[src/rtl/cpu_run_monitor.sv]
// Run controller for the CPU core: sequences cpu_reset, runs for a bounded
// number of cycles, folds result into a rotate-XOR signature and grades it.
module cpu_run_monitor #(
  parameter int                  DATA_W        = 16,
  parameter int                  RST_CYCLES    = 3,
  parameter int                  MAX_CYCLES    = 25,
  parameter int                  STABLE_CYCLES = 4,
  parameter logic [DATA_W-1:0]   EXP_SIG       = 16'h0033,
  localparam int                 CNT_W         = $clog2(MAX_CYCLES + 1)
) (
  input  logic              clk,
  input  logic              reset,
  input  logic              start,
  input  logic [DATA_W-1:0] result,
  output logic              cpu_reset,
  output logic              running,
  output logic [CNT_W-1:0]  cycle_count,
  output logic [DATA_W-1:0] signature,
  output logic              done,
  output logic              halted,
  output logic              timeout,
  output logic              pass
);

  localparam int HOLD_W = $clog2(RST_CYCLES + 1);
  localparam int STAB_W = $clog2(STABLE_CYCLES + 1);

  typedef enum logic [1:0] {
    IDLE     = 2'd0,
    RST_HOLD = 2'd1,
    RUN      = 2'd2,
    DONE     = 2'd3
  } state_t;

  state_t            state_q, state_d;
  logic [HOLD_W-1:0] hold_q, hold_d;
  logic [CNT_W-1:0]  cc_q, cc_d, cc_upd;
  logic [DATA_W-1:0] sig_q, sig_d, sig_upd;
  logic [DATA_W-1:0] prev_q, prev_d;
  logic [STAB_W-1:0] stab_q, stab_d, stab_upd;
  logic              cpu_reset_q, cpu_reset_d;
  logic              running_q, running_d;
  logic              done_q, done_d;
  logic              halted_q, halted_d;
  logic              timeout_q, timeout_d;
  logic              pass_q, pass_d;
  logic              clear_run;

  // start is a level, sampled only in IDLE and DONE; there is no handshake
  // back to the source, so holding it high simply re-arms after each run.
  always_comb begin
    cc_upd  = cc_q + CNT_W'(1);
    sig_upd = {sig_q[DATA_W-2:0], sig_q[DATA_W-1]} ^ result;
    if (stab_q == '0 || result != prev_q)
      stab_upd = STAB_W'(1);
    else if (stab_q == STAB_W'(STABLE_CYCLES))
      stab_upd = stab_q;
    else
      stab_upd = stab_q + STAB_W'(1);
  end

  always_comb begin
    state_d     = state_q;
    hold_d      = hold_q;
    cc_d        = cc_q;
    sig_d       = sig_q;
    prev_d      = prev_q;
    stab_d      = stab_q;
    cpu_reset_d = cpu_reset_q;
    running_d   = running_q;
    done_d      = done_q;
    halted_d    = halted_q;
    timeout_d   = timeout_q;
    pass_d      = pass_q;
    clear_run   = 1'b0;

    case (state_q)
      IDLE: begin
        cpu_reset_d = 1'b1;
        if (start) begin
          state_d   = RST_HOLD;
          hold_d    = HOLD_W'(RST_CYCLES);
          clear_run = 1'b1;
        end
      end
      RST_HOLD: begin
        cpu_reset_d = 1'b1;
        clear_run   = 1'b1;
        hold_d      = hold_q - HOLD_W'(1);
        if (hold_q == HOLD_W'(1)) begin
          state_d     = RUN;
          cpu_reset_d = 1'b0;
          running_d   = 1'b1;
        end
      end
      RUN: begin
        cc_d   = cc_upd;
        sig_d  = sig_upd;
        stab_d = stab_upd;
        prev_d = result;
        // Halt is tested first so a coincident budget expiry reports as halt.
        if (stab_upd == STAB_W'(STABLE_CYCLES)) begin
          state_d     = DONE;
          halted_d    = 1'b1;
          pass_d      = (sig_upd == EXP_SIG);
          done_d      = 1'b1;
          running_d   = 1'b0;
          cpu_reset_d = 1'b1;
        end else if (cc_upd == CNT_W'(MAX_CYCLES)) begin
          state_d     = DONE;
          timeout_d   = 1'b1;
          done_d      = 1'b1;
          running_d   = 1'b0;
          cpu_reset_d = 1'b1;
        end
      end
      DONE: begin
        cpu_reset_d = 1'b1;
        if (start) begin
          state_d   = RST_HOLD;
          hold_d    = HOLD_W'(RST_CYCLES);
          clear_run = 1'b1;
        end
      end
      default: begin
        state_d     = IDLE;
        cpu_reset_d = 1'b1;
      end
    endcase

    if (clear_run) begin
      cc_d      = '0;
      sig_d     = '0;
      prev_d    = '0;
      stab_d    = '0;
      done_d    = 1'b0;
      halted_d  = 1'b0;
      timeout_d = 1'b0;
      pass_d    = 1'b0;
    end
  end

  always_ff @(posedge clk or posedge reset) begin
    if (reset) begin
      state_q     <= IDLE;
      hold_q      <= '0;
      cc_q        <= '0;
      sig_q       <= '0;
      prev_q      <= '0;
      stab_q      <= '0;
      cpu_reset_q <= 1'b1;
      running_q   <= 1'b0;
      done_q      <= 1'b0;
      halted_q    <= 1'b0;
      timeout_q   <= 1'b0;
      pass_q      <= 1'b0;
    end else begin
      state_q     <= state_d;
      hold_q      <= hold_d;
      cc_q        <= cc_d;
      sig_q       <= sig_d;
      prev_q      <= prev_d;
      stab_q      <= stab_d;
      cpu_reset_q <= cpu_reset_d;
      running_q   <= running_d;
      done_q      <= done_d;
      halted_q    <= halted_d;
      timeout_q   <= timeout_d;
      pass_q      <= pass_d;
    end
  end

  assign cpu_reset   = cpu_reset_q;
  assign running     = running_q;
  assign cycle_count = cc_q;
  assign signature   = sig_q;
  assign done        = done_q;
  assign halted      = halted_q;
  assign timeout     = timeout_q;
  assign pass        = pass_q;

endmodule

[config.mk]
export PLATFORM = sky130hd
export DESIGN_NAME = cpu_run_monitor
export DESIGN_NICKNAME = d
export VERILOG_FILES = /design/src/rtl/cpu_run_monitor.sv
export SDC_FILE = /design/constraint.sdc
export NUM_CORES = 1
export LEC_CHECK = 0
export CAP_MARGIN = 0
export CELL_PAD_IN_SITES_DETAIL_PLACEMENT = 1
export CELL_PAD_IN_SITES_GLOBAL_PLACEMENT = 2
export CORE_ASPECT_RATIO = 0.9
export CORE_MARGIN = 2
export CORE_UTILIZATION = 36
export CTS_CLUSTER_DIAMETER = 120
export DETAILED_ROUTE_END_ITERATION = 10
export HOLD_SLACK_MARGIN = 0.02
export MAX_ROUTING_LAYER = met4
export PLACE_DENSITY_LB_ADDON = 0.1
export SETUP_SLACK_MARGIN = 0.15
export SLEW_MARGIN = 20
export SYNTH_ARGS = -nofsm -noshare
export SYNTH_HDL_FRONTEND = slang
export SYNTH_SLANG_ARGS = --single-unit
[constraint.sdc]
create_clock -name clk -period 5 [get_ports clk]
set_clock_uncertainty 0.2 [all_clocks]
set_input_delay 1.25 -clock clk [delete_from_list [all_inputs] [get_ports clk]]
set_output_delay 1.25 -clock clk [all_outputs]
set_load 0.1 [all_outputs]
==> results_tabular.tex <==
\begin{tabular}{lr}
\hline
Metric & Value \\
\hline
\multicolumn{2}{l}{\textbf{Critical path}} \\
Worst Path Arrival & 1.96 ns \\
Critical path capture point & cpu\_reset \\
Critical path type & reg2out \\
Standard cell with the maximum stage delay on the critical path & sky130\_fd\_sc\_hd\_\_clkdlybuf4s50\_1 \\
Worst setup path start & cpu\_reset \\
Startpoint of the worst register-to-register path & state\_q[0] \\
Sort of element at the end of the critical path & output port \\
Total number of cells along the worst setup path & 1 \\
Worst reg2reg path endpoint & cpu\_reset \\
Kind of cell adding the most delay to the critical path & buffers and inverters \\
Sequence of cells on the critical path & clkdlybuf4s50\_1 \\
Logic depth of the worst register-to-register path & 6 \\
Worst R2R Setup Slack & 2.26 ns \\
Startpoint type of the worst setup path & flip-flop \\
CP max stage delay & 1.12 ns \\
Critical path data required time & 3.55 ns \\
Maximum fanout count along the critical path & 2 \\
Number of buffers and inverters on the critical path & 1 \\
\multicolumn{2}{l}{\textbf{Finish}} \\
Number of standard cells in the final layout excluding fillers & 382 \\
\# diodes & 0 \\
Share of cells above drive strength 1 & 0.0865 \\
Nets & 316 \\
Top library cells by usage in the layout, fill and taps aside & 49 x sky130\_fd\_sc\_hd\_\_dfrtp\_1, 45 x sky130\_fd\_sc\_hd\_\_clkdlybuf4s50\_1, 30 x sky130\_fd\_sc\_hd\_\_a22o\_1, 26 x sky130\_fd\_sc\_hd\_\_xor2\_1, 20 x sky130\_fd\_sc\_hd\_\_nand2\_1 \\
Most common cell after layout, fill and taps aside & sky130\_fd\_sc\_hd\_\_dfrtp\_1 \\
Number of filler instances in the final layout & 760 \\
Area growth, synth to finish & 26.2\% \\
Final standard cell utilization of the core & 0.466 \\
\multicolumn{2}{l}{\textbf{Yosys}} \\
Syn\_nets & 269 \\
Flops \& latches, synth & 50 \\
Number of warning messages in the yosys log & 0 \\
Distinct cell type count of the synthesized netlist & 44 \\
Gate Count Post-Synth & 242 \\
Post-synthesis area per instance & 10.7 µm² \\
Leading register cell type out of synthesis & sky130\_fd\_sc\_hd\_\_dfrtp\_1 \\
Register area share after synthesis & 0.484 \\
Number of enable-type register cells in the synthesized netlist & 0 \\
Asr flop ratio synth & 1.00 \\
Synthesized cell area & 2590 µm² \\
\multicolumn{2}{l}{\textbf{Timing}} \\
Worst-case headroom to the max-slew limit & 0.298 \\
Fin Setup TNS & 0 ns \\
Peak Freq & 293 MHz \\
Unrepaired setup endpoints after global routing & no \\
Transition time at the pin with the least slew margin & 1.05 ns \\
Endpoints failing setup & 0 \\
Final worst path period share & 0.683 \\
Min cycle time layout & 3.41 ns \\
Number of max-slew violations in the final report & 0 \\
Final number of hold-violating endpoints & 0 \\
\multicolumn{2}{l}{\textbf{GRT}} \\
Via count of the first global-routing pass & 2,173 \\
Total congestion overflow & 0 \\
Number of antenna violations at the first check in global routing & 0 \\
Global-route wire length before repair & 11.2 mm \\
Pin count of the biggest net entering global routing & 33 \\
Total GRT Usage & 0.187 \\
\multicolumn{2}{l}{\textbf{Placement}} \\
Routability-driven placement congestion ratio & 0.802 \\
Detailed placer's ending HPWL & 4.87 mm \\
Cell count after placement & 375 \\
IO Port Bufs & 45 \\
\multicolumn{2}{l}{\textbf{Clock network}} \\
Clock edge transition at the registers on the reported setup and hold paths & 0.09 ns \\
Postcts setup bufs & 0 \\
CTS root buf & sky130\_fd\_sc\_hd\_\_clkbuf\_8 \\
Number of buffers between clock root and the deepest sink & 2 \\
Later-pin clock latency in the skew report & 0.29 ns \\
Total of hold buffers inserted after clock tree synthesis & 0 \\
TritonCTS clock tree & built \\
H-Tree Level Count & 2 \\
Clock sinks & 50 \\
Number of CTS-inserted buffers & 5 \\
Post-CTS sizing & 0 \\
\multicolumn{2}{l}{\textbf{Pwr}} \\
Cell leakage power & 1.44 nW \\
Power density cells & 598 nW/µm² \\
Worst vdd rail ir drop & 0.000283 V \\
\multicolumn{2}{l}{\textbf{Floorplan}} \\
IO Pins & 46 \\
DIE WIDTH & 93.3 µm \\
Core Rows & 29 \\
Effective utilization at floorplan & 0.369 \\
Area of the placeable core & 7000 µm² \\
Die height & 84.4 µm \\
Die Area & 7880 µm² \\
\multicolumn{2}{l}{\textbf{Drt}} \\
Aggregate routed wire length & 6.62 mm \\
Antenna-violating nets left & 0 \\
DRC violation total after the first TritonRoute iteration & 81 \\
Via density per instance & 5.26 \\
Vias after detailed routing & 2,011 \\
1st-pass router iterations & 4 \\
Post-detailed-route DRC marker count & 0 \\
Average wire length per cell after detail routing & 17.3 µm \\
\multicolumn{2}{l}{\textbf{Flow run}} \\
Max-Cap Viols & 0 \\
\multicolumn{2}{l}{\textbf{Hold path}} \\
Class of the most critical hold timing path & reg2reg \\
\multicolumn{2}{l}{\textbf{Status}} \\
Run status & finished, final reports clean \\
\hline
\end{tabular}
## per-layer routing
| layer | share of wire | global-route usage |
|---|---|---|
| met1 | 0.54 | 0.276 |
| met2 | 0.43 | 0.272 |
| met3 | 0.026 | 0.0332 |
| met4 | 0.0044 | 0.0321 |
| met5 | 0 | - |
## final cells by class
cell class              count  area, µm²  share of cell area
multi-input cells         172       1260               0.386
flip-flops and latches     50       1250               0.384
repair buffers             49        480               0.147
well taps                  93        116              0.0356
clock buffers               6       82.6              0.0253
inverters                  11       41.3              0.0126
clock inverters             1       30.0             0.00920
## worst min-delay path by stage
stage,startpoint,endpoint,slack (ns),cells after the start
after floorplan,hold_q[1],hold_q[1],0.26,1
after global placement,hold_q[1],hold_q[1],0.28,1
after detailed placement,timeout,timeout,0.28,2
after CTS,timeout,timeout,0.30,2
after global routing,timeout,timeout,0.32,2
final,timeout,timeout,0.30,2
## cell usage after synthesis, types with 2 or more instances
master                     count  area share
sky130_fd_sc_hd__clkbuf_1      8       0.012
sky130_fd_sc_hd__a22o_1       30        0.10
sky130_fd_sc_hd__nand3_1       8       0.015
sky130_fd_sc_hd__nor4_1        5       0.012
sky130_fd_sc_hd__ha_1          8       0.039
sky130_fd_sc_hd__o21ai_0      12       0.023
sky130_fd_sc_hd__nor2_1       14       0.020
sky130_fd_sc_hd__o31ai_1       3      0.0087
sky130_fd_sc_hd__a31oi_1       2      0.0048
sky130_fd_sc_hd__xnor2_1       6       0.020
sky130_fd_sc_hd__nand2b_1      2      0.0048
sky130_fd_sc_hd__a21oi_1       3      0.0058
sky130_fd_sc_hd__nand2_1      20       0.029
sky130_fd_sc_hd__dfrtp_1      49        0.47
sky130_fd_sc_hd__inv_1        11       0.016
sky130_fd_sc_hd__xor2_1       26       0.088
sky130_fd_sc_hd__nor2b_1       2      0.0048
sky130_fd_sc_hd__and2_1        2      0.0048
sky130_fd_sc_hd__o22a_1        2      0.0068
sky130_fd_sc_hd__a311oi_2      2       0.012
sky130_fd_sc_hd__nor3_1        4      0.0077
## through the flow
stage                     worst slack, ns  total power [mW]  hold WS, ns  instance area, µm²
after floorplan                      2.24              1.39        0.260                2590
after global placement               1.55              1.66        0.278                3150
after detailed placement             1.54              1.68        0.281                3150
after CTS                            1.57              1.98        0.303                3260
after global routing                 1.53              2.08        0.320                3260
final                                1.59              1.95        0.297                3260
## cells by family after synthesis
family	Yosys count	synth area share
buf+inv	20	0.0290
xor+xnor	32	0.108
compound gates	64	0.200
fa+ha+maj	8	0.0387
simple gates	65	0.126
mux	3	0.0140
flops	50	0.484
## state kept, by name (all words and copies together) (netlist names)
register     count
prev_q          16
signature       16
cycle_count      5
stab_q           3
hold_q           2
state_q          2
cpu_reset        1
done             1
halted           1
pass             1
running          1
timeout          1
## report_power, final
part	switching (mW)	total, mW	internal [mW]
clock network	0.130	0.290	0.160
logic	0.691	1.02	0.333
registers	0.111	0.639	0.528
No activity file was read; power rests on OpenSTA's default activity.
